==> config.mk <==
export PLATFORM = sky130hd
export DESIGN_NAME = udi_spect_issue
export DESIGN_NICKNAME = d
export VERILOG_FILES = /design/src/rtl/udi_spect_issue.sv
export SDC_FILE = /design/constraint.sdc
export NUM_CORES = 1
export LEC_CHECK = 0
export ABC_AREA = 1
export BUFFER_PORTS_ARGS = -buffer_cell sky130_fd_sc_hd__buf_2
export CORE_UTILIZATION = 55
export DETAILED_ROUTE_END_ITERATION = 6
export PLACE_DENSITY_LB_ADDON = 0.15
export SYNTH_ARGS = -nofsm -noshare
export SYNTH_HDL_FRONTEND = slang
export SYNTH_SLANG_ARGS = --single-unit
==> constraint.sdc <==
create_clock -name gclk -period 3.3 [get_ports gclk]
set_input_delay 0.33 -clock gclk [delete_from_list [all_inputs] [get_ports gclk]]
set_output_delay 0.33 -clock gclk [all_outputs]
set_load 0.02 [all_outputs]
==> src/rtl/udi_spect_issue.sv <==
// Burst issue controller for the UDI spectral datapath: streams I/Q samples into the
// external datapath and collects its delayed results in a first-word-fall-through FIFO.
module udi_spect_issue #(
    parameter int DP_LAT     = 3,
    parameter int DP_LAT_BYP = 2,
    parameter int DEPTH      = 4
) (
    input  logic        gclk,
    input  logic        greset_n,
    input  logic        start,
    input  logic [7:0]  cfg_count,
    input  logic [31:0] cfg_thr,
    input  logic [1:0]  cfg_mode,
    input  logic        cfg_res_sel,
    output logic        busy,
    output logic        done,
    input  logic        s_valid,
    output logic        s_ready,
    input  logic [15:0] s_i,
    input  logic [15:0] s_q,
    output logic [31:0] udi_rs,
    output logic [15:0] udi_rt,
    output logic        udi_ctl_thr_wr,
    output logic [1:0]  udi_ctl_sum_mode,
    output logic        udi_ctl_res_sel,
    input  logic [31:0] udi_rd,
    output logic        r_valid,
    input  logic        r_ready,
    output logic [31:0] r_data,
    output logic        r_last
);

    localparam int LMAX = (DP_LAT > DP_LAT_BYP) ? DP_LAT : DP_LAT_BYP;
    localparam int AW   = (DEPTH > 1) ? $clog2(DEPTH) : 1;
    localparam int CW   = $clog2(DEPTH + 1) + 1;
    localparam logic [CW:0] DEPTH_W = DEPTH[CW:0];

    typedef enum logic [1:0] {
        IDLE  = 2'd0,
        THR   = 2'd1,
        RUN   = 2'd2,
        DRAIN = 2'd3
    } state_t;

    state_t          state;
    state_t          state_nxt;
    logic [7:0]      cnt_q;
    logic [31:0]     thr_q;
    logic [1:0]      mode_q;
    logic            res_sel_q;
    logic [7:0]      issued;
    logic [LMAX-1:0] vld_p;
    logic [LMAX-1:0] last_p;
    logic [CW-1:0]   inflight;
    logic [CW-1:0]   fifo_count;
    logic [AW-1:0]   wr_ptr;
    logic [AW-1:0]   rd_ptr;
    logic [31:0]     mem_data [DEPTH];
    logic            mem_last [DEPTH];

    logic            issue;
    logic            issue_last;
    logic            push;
    logic            pop;
    logic            tap_last;
    logic            fifo_empty;
    logic [CW:0]     occupancy;

    // Bits of the tag shift register that belong to the active latency.
    function automatic logic [LMAX-1:0] lat_mask(input logic [1:0] mode);
        logic [LMAX-1:0] m;
        int              l;
        l = (mode == 2'b11) ? DP_LAT_BYP : DP_LAT;
        for (int i = 0; i < LMAX; i++) begin
            m[i] = (i < l);
        end
        return m;
    endfunction

    function automatic logic tap_sel(input logic [LMAX-1:0] v, input logic [1:0] mode);
        if (mode == 2'b11) begin
            return v[DP_LAT_BYP-1];
        end
        return v[DP_LAT-1];
    endfunction

    assign fifo_empty = (fifo_count == '0);
    // Reserved slots: buffered results plus results still inside the datapath.
    assign occupancy  = {1'b0, fifo_count} + {1'b0, inflight};
    assign push       = tap_sel(vld_p, mode_q);
    assign tap_last   = tap_sel(last_p, mode_q);
    assign pop        = r_valid && r_ready;
    assign issue      = s_valid && s_ready;
    assign issue_last = issue && (issued == (cnt_q - 8'd1));

    always_comb begin
        state_nxt        = state;
        busy             = (state != IDLE);
        done             = 1'b0;
        s_ready          = 1'b0;
        udi_rs           = '0;
        udi_rt           = '0;
        udi_ctl_thr_wr   = 1'b0;
        udi_ctl_sum_mode = '0;
        udi_ctl_res_sel  = 1'b0;
        case (state)
            IDLE: begin
                if (start) begin
                    state_nxt = THR;
                end
            end
            THR: begin
                udi_ctl_thr_wr   = 1'b1;
                udi_rs           = thr_q;
                udi_ctl_sum_mode = mode_q;
                udi_ctl_res_sel  = res_sel_q;
                state_nxt        = (cnt_q == 8'd0) ? DRAIN : RUN;
            end
            RUN: begin
                udi_ctl_sum_mode = mode_q;
                udi_ctl_res_sel  = res_sel_q;
                s_ready          = (issued < cnt_q) && (occupancy < DEPTH_W);
                if (s_valid && s_ready) begin
                    udi_rs = {s_i, 16'h0000};
                    udi_rt = s_q;
                    if (issued == (cnt_q - 8'd1)) begin
                        state_nxt = DRAIN;
                    end
                end
            end
            DRAIN: begin
                udi_ctl_sum_mode = mode_q;
                udi_ctl_res_sel  = res_sel_q;
                if (inflight == '0) begin
                    done      = 1'b1;
                    state_nxt = IDLE;
                end
            end
            default: state_nxt = IDLE;
        endcase
    end

    assign r_valid = !fifo_empty;
    assign r_data  = fifo_empty ? 32'd0 : mem_data[rd_ptr];
    assign r_last  = fifo_empty ? 1'b0 : mem_last[rd_ptr];

    always_ff @(posedge gclk or negedge greset_n) begin
        if (!greset_n) begin
            state      <= IDLE;
            cnt_q      <= '0;
            thr_q      <= '0;
            mode_q     <= '0;
            res_sel_q  <= 1'b0;
            issued     <= '0;
            vld_p      <= '0;
            last_p     <= '0;
            inflight   <= '0;
            fifo_count <= '0;
            wr_ptr     <= '0;
            rd_ptr     <= '0;
        end else begin
            state <= state_nxt;
            if (state == IDLE && start) begin
                cnt_q     <= cfg_count;
                thr_q     <= cfg_thr;
                mode_q    <= cfg_mode;
                res_sel_q <= cfg_res_sel;
                issued    <= '0;
            end else if (issue) begin
                issued <= issued + 8'd1;
            end
            // Tag pipeline: issue enters at bit 0, result is captured at the latency tap.
            vld_p      <= ((vld_p << 1) | LMAX'(issue)) & lat_mask(mode_q);
            last_p     <= ((last_p << 1) | LMAX'(issue_last)) & lat_mask(mode_q);
            inflight   <= inflight + CW'(issue) - CW'(push);
            fifo_count <= fifo_count + CW'(push) - CW'(pop);
            if (push) begin
                wr_ptr <= wr_ptr + AW'(1);
            end
            if (pop) begin
                rd_ptr <= rd_ptr + AW'(1);
            end
        end
    end

    // Result storage
    always_ff @(posedge gclk) begin
        if (push) begin
            mem_data[wr_ptr] <= udi_rd;
            mem_last[wr_ptr] <= tap_last;
        end
    end

endmodule

# == After elaboration in Yosys (flattened, before gate mapping) ==
# Memory sizes are Yosys's and may differ from the RTL's.
# Index checks and enable logic that the tools add are counted.
# classes
n_reduce_logical,15
muxes,28
magnitude_cmp,5
addsub,9
bitwise,4
eq_ne,9
# ops
operator,count
$mux 32,2
$pmux 32 s2,1
$mux 16,2
$mux 8,2
$mux 1,15
$mux 2,5
$add 4x1->4,2
$add 8x1->8 const B,1
$eq 8x8->1,1
$logic_not 4->1,2
$logic_not 8->1,1
$lt 8x8->1,1
$ne 2x2->1 const B,4
$pmux 2 s4,1
$sub 4x1->4,2
$sub 8x1->8 const B,1
$and 3x3->3,2
$eq 2x2->1 const B,3
$logic_and 1x1->1,6
$or 3x1->3,2
$add 4x4->5,1
$lt 5x3->1 const B,1
$add 2x1->2 const B,2
$lt 1x2->1 const A,2
other kinds (7),8
# totals
mem_bits_rw,132
ff_bits,71
mem_count,2
inputBits,112
output_inout_bits,89
wordCells,84
# mem_list
name,depth,width,read_ports,rd_ports_with_merged_regs,write_ports,line,source
mem_data,4,32,1,0,1,58,logic [31:0] mem_data [DEPTH];
mem_last,4,1,1,0,1,59,logic mem_last [DEPTH];

# == Depth between registers and ports, before layout ==
# Gate-level depths: netlist of the first run.
# logic_depth
depth_word,8
mapped_depth,18

# == Least setup slack after synthesis of the first run ==
# OpenSTA, ideal clock, no wires.
# synth_timing
path_type,register to register
startpoint,register cnt_q[7]
endpoint,register inflight[2]
n_path_buf,1
path_stages_with_launch,18
arrival_ps,2549
setup_slack_ps,626
t_required_ps,3176
setup_ps,124
cell_sequence,dfrtp_1 inv_1 ha_1 nand2_1 inv_1 nand2_1 nand3_1 nor2_2 and2_4 nand2_4 nor2_8 inv_4 buf_6 ha_1 inv_1 ha_1 fa_1 xor2_1
# synth_between
elab_chain_len,6
# synth_rtl
item,line,source
from (decl),47,logic [7:0] cnt_q;
from (signal assigned),164,cnt_q <= cfg_count;
$lt 8x8->1,122,s_ready = (issued < cnt_q) && (occupancy < DEPTH_W);
$logic_and 1x1->1,122,
$mux 1,106,case (state)
$logic_and 1x1->1,93,assign issue = s_valid && s_ready;
via issue,61,logic issue;
$add 4x1->4,175,inflight <= inflight + CW'(issue) - CW'(push);
$sub 4x1->4,175,
to (signal assigned),175,
to (decl),54,logic [CW-1:0] inflight;
# The timed path passes the listed nets, and every way through them passes these cells.
# A chain may end at the register's enable or synchronous reset.

# == Worst setup path in the final report of the first run ==
# layout_timing
startpoint,register cnt_q[7]
endpoint,output port udi_rs[17]
# layout_between
elab_chain_len,5
# layout_rtl
item,line,source
$lt 8x8->1,122,
$logic_and 1x1->1,122,
$logic_and 1x1->1,123,if (s_valid && s_ready) begin
$mux 32,123,
$pmux 32 s2,106,
to (decl),21,"output logic [31:0] udi_rs,"
# Every way passes these cells.

==> results of run 1 <==
## layout make-up
| cell class | count | area, um^2 |
|---|---|---|
| clock buffer | 33 | 621 |
| clock inverter | 4 | 23.8 |
| fill | 1309 | 5310 |
| inverter | 101 | 382 |
| multi-input combinational | 570 | 3120 |
| sequential | 203 | 5740 |
| tap | 220 | 275 |
| timing repair buffer | 219 | 1170 |
## layout by cell type, fill, tap and decap left out, drive strengths merged
master / count
nor3: 2
edfxtp: 132
o21bai: 1
a21oi: 68
or2: 3
nor2: 195
clkbuf: 33
o21ai: 76
nand3: 27
ha: 32
a31oi: 1
inv: 102
mux2: 32
nand3b: 2
xor2: 8
xnor2: 5
buf: 219
clkinv: 3
dfrtp: 71
nand2: 108
and2: 1
nand4: 6
nor4: 1
fa: 2
## report_power, final
group | total [mW] | switching [mW] | internal (mW)
logic | 4.61 | 2.99 | 1.62
clock network | 2.20 | 0.912 | 1.29
registers | 3.76 | 0.301 | 3.46
## through the flow
stage	total power [mW]	util, %	cell area [um^2]	setup WS, ns	instances
6_report	10.6	68.1	11300	0.404	1350
5_1_grt	11.3	68.1	11300	0.184	1350
4_1_cts	10.7	68.1	11300	0.371	1350
3_5_place_dp	8.44	64.2	10700	0.511	1313
3_3_place_gp	8.32	64.2	10700	0.589	1313
2_1_floorplan	7.01	-	9390	0.626	914
## metal layers
| metal | up-vias | part of all wire [%] | track usage (%) | wire length (um) |
|---|---|---|---|---|
| met1 | 3193 | 42 | 29.1 | 8250 |
| li1 | 3422 | - | - | - |
| met2 | 205 | 50 | 40.4 | 9940 |
| met3 | 32 | 5.9 | 4.52 | 1170 |
| met5 | - | 0.066 | 0 | 13 |
| met4 | 2 | 1.8 | 5.17 | 363 |
## logic make-up (layout without fill, tap and decap cells)
family,count (synthesis),after routing
adders and majority gates,34,34
and+or+nand+nor,345,345
buffers and inverters,141,357
xor gates and xnor gates,13,13
DFF,203,203
muxes,32,32
AOI/OAI and AO/OA,146,146
## state kept, by name, summed over array words and instances (netlist names)
register,flops
inflight,4
last_p,3
vld_p,3
mem_last,4
mode_q,2
wr_ptr,2
res_sel_q,1
fifo_count,4
rd_ptr,2
thr_q,32
issued,8
mem_data,128
cnt_q,8
state,2
## worst reg2reg max path, delay by kind of cell, from the launching register on
family	cells	cell delay, ns
fa+ha+maj	4	1.19
simple gates	7	0.67
flops	1	0.39
buf+inv	4	0.25
xor+xnor	1	0.17
## path summary, 6_finish.rpt
path | startpoint | end | slack, ns | depth (start not counted)
worst max register to register | cnt_q[7] | inflight[2] | 0.51 | 16
worst min-delay path | greset_n | thr_q[30] | 0.0007 | 1
max in group asynchronous | greset_n | inflight[0] | 2.51 | 2
worst min register to register | last_p[0] | last_p[1] | 0.35 | 0
min in group gclk | udi_rd[27] | mem_data[2][27] | 0.05 | 1
worst max-delay path | cnt_q[7] | udi_rs[17] | 0.40 | 12
==> flow_summary.toml, run 1 <==
[synth]
synth_top_area_share_pct = 42.2
synth_area_leader_cell = "edfxtp_1"
yosys.area_share.simple_pct = 15.3
synth-seq-cells = 203
synth_xor_area_share_pct = 1.21
synth_seq_area_share_pct = 61.1
syn-instance-count = 914
syn_nets = 1060
synth-edff-count = 132
synth_top_family_by_area = "simple AND/OR/NAND/NOR gates"
synthArstFlopShare_pct = 35.0
synth_area_um2 = 9390
synth.distinct_cells = 35
post-synth-top-count-cell = "nor2_1"
ys.warnings.count = 0
muxShareOfSynthArea_pct = 3.84
synth_common_cells = "187 x nor2_1, 132 x edfxtp_1, 107 x nand2_1"
synth.area.top_cells = "edfxtp_1 42%, dfrtp_1 19%, nor2_1 7.5%, nand2_1 4.3%, ha_1 4.3%"
syn_area_per_cell_um2 = 10.3
synth-main-ff-cell = "edfxtp_1"
synth_compound_area_share_pct = 7.86
synthAdderAreaFrac_pct = 4.69

[sta]
hold_ws_ns = 0.000726
finalCriticalPeriod_ns = 2.90
maxSlewViolCount = 0
finClkSkew_ns = 0.00615
worstMarginPinSlew_ns = 1.10
fin_tns_setup_ns = 0
rsz0062_at_grt = "false"
period_share_pct = 87.8
timing.fmax_mhz = 345
setup_viol = 0
hold_viol = 0
slew_headroom_pct = 26.5

[global_routing]
grt_pass1_vias = 6630
grt.overflow.total = 0
grt_max_degree = 68
grt_pass1_wl_mm = 32.1
antenna_found_initial = 1
groute.usage.overall_pct = 22.9

[cts]
cts_num_sinks = 203
clk_pin_slew_ns = 0.06
cts_htree_levels = 1
clockBufferDepth = 3
cts_setup_buffers = 0
cts_buffers = 21
worstSkewPairLatency_ns = 0.49
cts_tree = "yes"
clockRootBuffer = "clkbuf_16"
ctsHoldBuffers = 0
cts_resized = 0

[flow_run]
cap_violations = 0

[setup_path]
critical_path_class = "register to output pin"
cp.arrival_ns = 2.57
slowest_delay_ns = 0.39
crit_fanout = 17
path_buf_inv = 3
worstSetupEndpointType = "output pin"
crit_path_start_kind = "register"
required_ns = 2.97
cpMaxStageDelayCell = "dfrtp_1"
cp_cell_sequence = "inv_1 > ha_1 > nand2_1 > inv_1 > nand2_1 > nand3_1 > nor2_2 > nand3_1 > nor2_4 > nand2_1 > a21oi_1 > buf_2"
critPathMostFrequentCell = "nand2_1"
crit_family = "simple AND/OR/NAND/NOR gates"

[routing]
ant_nets = 0
viasPerCell = 5.08
wire_per_inst_um = 14.6
drtIter0Drc = 396
wl_mm = 19.7
drc = 0
dr.pass1.iters = 5
routed-via-count = 6854

[placement]
io_buffers = 200
dp_hpwl_mm = 13.2
routabilityCongestion = 0.894

[status]
run_status = "complete, no violations"

[floorplan]
fp-row-count = 47
start_util_pct = 56.4
io_pins = 201
dieArea_um2 = 17600
core-area_um2 = 16600
die_h_um = 133
chipWidth_um = 133

[final_layout]
drive_gt1_share_pct = 27.1
fin_nets = 1262
antennaDiodeCount = 0
area_growth_pct = 20.6

[power]
power_density_nw_per_um2 = 933
ir_drop_uv = 530
power.leakage_nw = 5.17

[hold_path]
hp-class = "primary input to asynchronous set/reset pin"
Power figures use the tool's default switching activity.
==> inputs of run 2 (changes only) <==
HOLD_SLACK_MARGIN = 0.05   (was unset)
==> run 2 against run 1 <==
  * Final cell count up 2.0%
  * Flip-flop and latch count did not move
  * Largest power group unchanged
  * Critical endpoint unchanged
  * First-iteration DRC count is 1.3% lower
  * Critical path type unchanged
  * Via count rose by 1.8%
  * Wire length grew 1.5%
  * Non-clock buffer count rose by 26
  * Clock skew is 0.00071 ns lower
==> flow_summary.toml, run 2 (same netlist as run 1, synthesis figures left out) <==
[status]
run_status = "complete, no violations"

[power]
power_switching_share_pct = 39.7
p_sw_mw = 4.21
p_seq_share_pct = 35.4
total_power_mw = 10.6
power_frac_comb_pct = 43.8
clockPowerShare_pct = 20.7
power.internal_mw = 6.39
ir_drop_uv = 530
power_density_nw_per_um2 = 914
power.leakage_nw = 5.28

[final_layout]
register_area_um2 = 5740
regMostFlops = "mem_data"
reg_top3 = "mem_data (128), thr_q (32)"
finalNonFillerCells = 1377
drive_gt1_share_pct = 26.5
final_cell_mix = "200 x buf_2, 183 x nor2_1, 132 x edfxtp_1"
multi_input_area_um2 = 3120
fin_nets = 1288
fillers = 1288
final_cell_area_um2 = 11600
area_growth_pct = 23.4
largest_reg_flops = 128
final_common_cell = "buf_2"

[routing]
wire_per_inst_um = 14.5
ant_nets = 0
drc = 0
viasPerCell = 5.07
wl_mm = 20.0
drtIter0Drc = 391
dr.pass1.iters = 5
routed-via-count = 6975

[setup_path]
required_ns = 2.97
cp.arrival_ns = 2.58
crit_fanout = 17
cpMaxStageDelayCell = "dfrtp_1"
crit_family = "simple AND/OR/NAND/NOR gates"
slowest_delay_ns = 0.39
worstSetupEndpointType = "output pin"
rr_worst_depth = 16
path_buf_inv = 3
crit_cells = 12
crit_path_start_kind = "register"
r2r_slack_ns = 0.50
cp_cell_sequence = "inv_1 > ha_1 > nand2_1 > inv_1 > nand2_1 > nand3_1 > nor2_2 > nand3_1 > nor2_4 > nand2_1 > a21oi_1 > buf_2"
critical_path_class = "register to output pin"
critPathMostFrequentCell = "nand2_1"

[global_routing]
grt_pass1_wl_mm = 32.5
grt_pass1_vias = 6774
grt_max_degree = 68
groute.usage.overall_pct = 23.2
antenna_found_initial = 1
grt.overflow.total = 0

[cts]
ctsHoldBuffers = 26
clockBufferDepth = 3
cts_resized = 0
cts_htree_levels = 1
clockRootBuffer = "clkbuf_16"
cts_buffers = 21
cts_tree = "yes"
cts_num_sinks = 203
worstSkewPairLatency_ns = 0.49
cts_setup_buffers = 0
clk_pin_slew_ns = 0.06

[placement]
io_buffers = 200
postPlaceCellArea_um2 = 10700
dp_hpwl_mm = 13.2
routabilityCongestion = 0.894
dpl_worst_slack_ns = 0.511
place_inst = 1313

[floorplan]
chipWidth_um = 133
dieArea_um2 = 17600
core-area_um2 = 16600
fp-row-count = 47
die_h_um = 133
io_pins = 201
start_util_pct = 56.4

[sta]
period_share_pct = 88.1
setup_viol = 0
timing.fmax_mhz = 344
finalWorstSetupSlack_ns = 0.394
maxSlewViolCount = 0
slew_headroom_pct = 26.3
finalCriticalPeriod_ns = 2.91
fin_tns_setup_ns = 0
finClkSkew_ns = 0.00544
hold_viol = 0
rsz0062_at_grt = "false"
worstMarginPinSlew_ns = 1.10

[flow_run]
cap_violations = 0

[hold_path]
hp-class = "primary input to register"
min_path_cells = 1
-- run 2: path summary, 6_finish.rpt --
path | endpoint | startpoint
max in group asynchronous | inflight[0] | greset_n
max | udi_rs[17] | cnt_q[7]
min reg2reg | last_p[1] | last_p[0]
max reg2reg | inflight[2] | cnt_q[7]
min in group asynchronous | thr_q[30] | greset_n
min | mem_data[3][5] | udi_rd[5]
-- run 2: cell type report --
| type | instances | area share (%) |
|---|---|---|
| inverters | 101 | 3.29 |
| flip-flops and latches | 203 | 49.5 |
| clock buffers | 33 | 5.35 |
| clock inverters | 4 | 0.205 |
| multi-input cells | 570 | 26.9 |
| diodes | 1 | 0.0216 |
| repair buffers | 245 | 12.3 |
| well taps | 220 | 2.37 |
-- run 2: metal layers --
layer / share of wire, % / wire (um) / global-route usage, %
met5: 0 / 0 / 0
met4: 1.6 / 326 / 5.17
met3: 5.9 / 1190 / 4.29
met2: 51 / 10100 / 41.2
met1: 42 / 8370 / 29.4
-- run 2: worst register-to-register path, delay by kind of cell (launching register included) --
kind                     cells  cell delay, ns
adder cells (fa/ha/maj)      4            1.19
AND/OR/NAND/NOR              7            0.67
XOR/XNOR                     1            0.17
flip-flops                   1            0.39
buffers and inverters        4            0.25
-- run 2: metrics by stage --
stage                     util [%]  hold slack (ns)
after floorplan                  -           0.0344
after global placement        64.2            0.337
after detailed placement      64.2            0.341
after CTS                     69.6           0.0506
after global routing          69.7           0.0536
final                         69.7           0.0670
-- run 2: power groups by stage --
stage	Clock [mW]	Combinational (mW)	Sequential [mW]
floorplan	0	3.28	3.73
global placement	0	4.55	3.77
detailed placement	0	4.63	3.80
CTS	2.25	4.69	3.76
global route	2.34	5.17	3.83
finish	2.20	4.65	3.76
==> inputs of run 3 (changes only) <==
clock period = 3.5 ns   (was 3.3 ns; I/O delays follow)
==> run 3 against run 2 <==
  * Non-clock buffer count fell by 25
  * Critical path depth did not move
  * Clock power rose by 4%
  * Setup slack got worse by 0.049 ns
  * Design area fell by 1.5%
  * Clock skew rose by 0.0039 ns
  * Sequential share of layout area rose by 0.77 points
  * Flip-flop and latch count did not move
  * Final cell count fell by 1.8%
  * Largest cell class unchanged
  * Largest power group unchanged
==> flow_summary.toml, run 3 (same netlist as run 1, synthesis figures left out) <==
[status]
run_status = "complete, no violations"

[sta]
finalCriticalPeriod_ns = 3.15
period_share_pct = 90.1
finClkSkew_ns = 0.00933
worstMarginPinSlew_ns = 0.778
timing.fmax_mhz = 317
maxSlewViolCount = 0
hold_viol = 0
rsz0062_at_grt = "false"
slew_headroom_pct = 48.1
fin_tns_setup_ns = 0
setup_viol = 0

[setup_path]
reg2reg_to = "inflight[2]"
required_ns = 3.15
worstSetupEndpointType = "output pin"
r2r-start = "cnt_q[7]"
crit_path_start_kind = "register"
rr_worst_depth = 16
critical_path_class = "register to output pin"
crit_fanout = 24
r2r_slack_ns = 0.68
cp.arrival_ns = 2.80

[power]
total_power_mw = 10.2
power_density_nw_per_um2 = 894
ir_drop_uv = 488
power.leakage_nw = 5.20

[final_layout]
regMostFlops = "mem_data"
final_common_cell = "buf_2"
largest_reg_flops = 128
final_cell_mix = "200 x buf_2, 183 x nor2_1, 132 x edfxtp_1"
fin_nets = 1263
reg_top3 = "mem_data (128), thr_q (32)"
antennaDiodeCount = 0
drive_gt1_share_pct = 27.0
area_growth_pct = 21.5

[floorplan]
dieArea_um2 = 17600
core-area_um2 = 16600
fp-row-count = 47
die_h_um = 133
chipWidth_um = 133
io_pins = 201
start_util_pct = 56.4

[global_routing]
grt_max_degree = 68
grt.overflow.total = 0
groute.usage.overall_pct = 23.4
antenna_found_initial = 1
grt_pass1_vias = 6762
grt_pass1_wl_mm = 32.7

[hold_path]
hp-start = "udi_rd[8]"
hp-class = "primary input to register"
min_path_cells = 1
min_to = "mem_data[1][8]"

[cts]
cts_num_sinks = 203
cts_resized = 0
cts_htree_levels = 1
worstSkewPairLatency_ns = 0.50
clockBufferDepth = 3
cts_tree = "yes"
clockRootBuffer = "clkbuf_16"
cts_buffers = 21
clk_pin_slew_ns = 0.06

[routing]
drc = 0
wire_per_inst_um = 15.0
ant_nets = 0
wl_mm = 20.2
routed-via-count = 6959
dr.pass1.iters = 5
viasPerCell = 5.15
drtIter0Drc = 441

[flow_run]
cap_violations = 0

[placement]
dp_hpwl_mm = 13.3
routabilityCongestion = 0.879
io_buffers = 200
-- run 3: worst max path at each step --
stage,startpoint,end,slack (ns)
2_1_floorplan,cnt_q[7],inflight[2],0.83
3_3_place_gp,cnt_q[7],inflight[2],0.80
3_5_place_dp,cnt_q[7],inflight[2],0.67
4_1_cts,cnt_q[7],udi_rs[26],0.34
5_1_grt,cnt_q[7],udi_rs[20],0.09
6_report,cnt_q[7],udi_rs[26],0.35
-- run 3: what timing repair did --
action | 4_1_cts | 5_1_grt
endpoints found under the setup margin | 0 | 0
hold buffers | 4 | 0
setup buffers | 0 | 0
endpoints found under the hold margin | 29 | 0
-- run 3: layout make-up --
cell class,count,area (um^2)
Clock inverter,10,130
Multi-Input combinational cell,570,3120
Clock buffer,28,582
Inverter,101,382
Fill cell,1296,5230
Tap cell,220,275
Sequential cell,203,5740
Timing Repair Buffer,220,1190
-- run 3: where the power goes --
part,leakage (nW),switching (mW),total (mW),internal (mW)
clock,0.349,0.887,2.28,1.39
sequential,2.06,0.283,3.54,3.26
combinational,2.80,2.85,4.38,1.53
-- run 3: worst max-delay path, stage by stage (launching register included) --
cell and delay [ns]:
dfrtp_1 0.39, inv_1 0.08, ha_1 0.30, nand2_1 0.10, inv_1 0.05, nand2_1 0.07, nand3_1 0.08, nor2_2 0.10
nand3_1 0.17, nor2_4 0.50, nand2_1 0.12, a21oi_1 0.17, buf_2 0.19
-- run 3: stage by stage --
| stage | hold WS [ns] | setup WS (ns) | utilization [%] | cells | area (um^2) |
|---|---|---|---|---|---|
| 3_3_place_gp | 0.338 | 0.802 | 64.1 | 1310 | 10700 |
| 2_1_floorplan | 0.0544 | 0.826 | - | 914 | 9390 |
| 3_5_place_dp | 0.343 | 0.671 | 64.1 | 1310 | 10700 |
| 4_1_cts | 0.0518 | 0.339 | 68.6 | 1352 | 11400 |
| 5_1_grt | 0.0523 | 0.0885 | 68.6 | 1352 | 11400 |
| 6_report | 0.0718 | 0.345 | 68.6 | 1352 | 11400 |
-- run 3: layer usage --
layer	global-route usage, %	wire length [um]
met2	41.5	10300
met5	0	16
met3	4.18	1140
met4	5.94	441
met1	29.6	8380
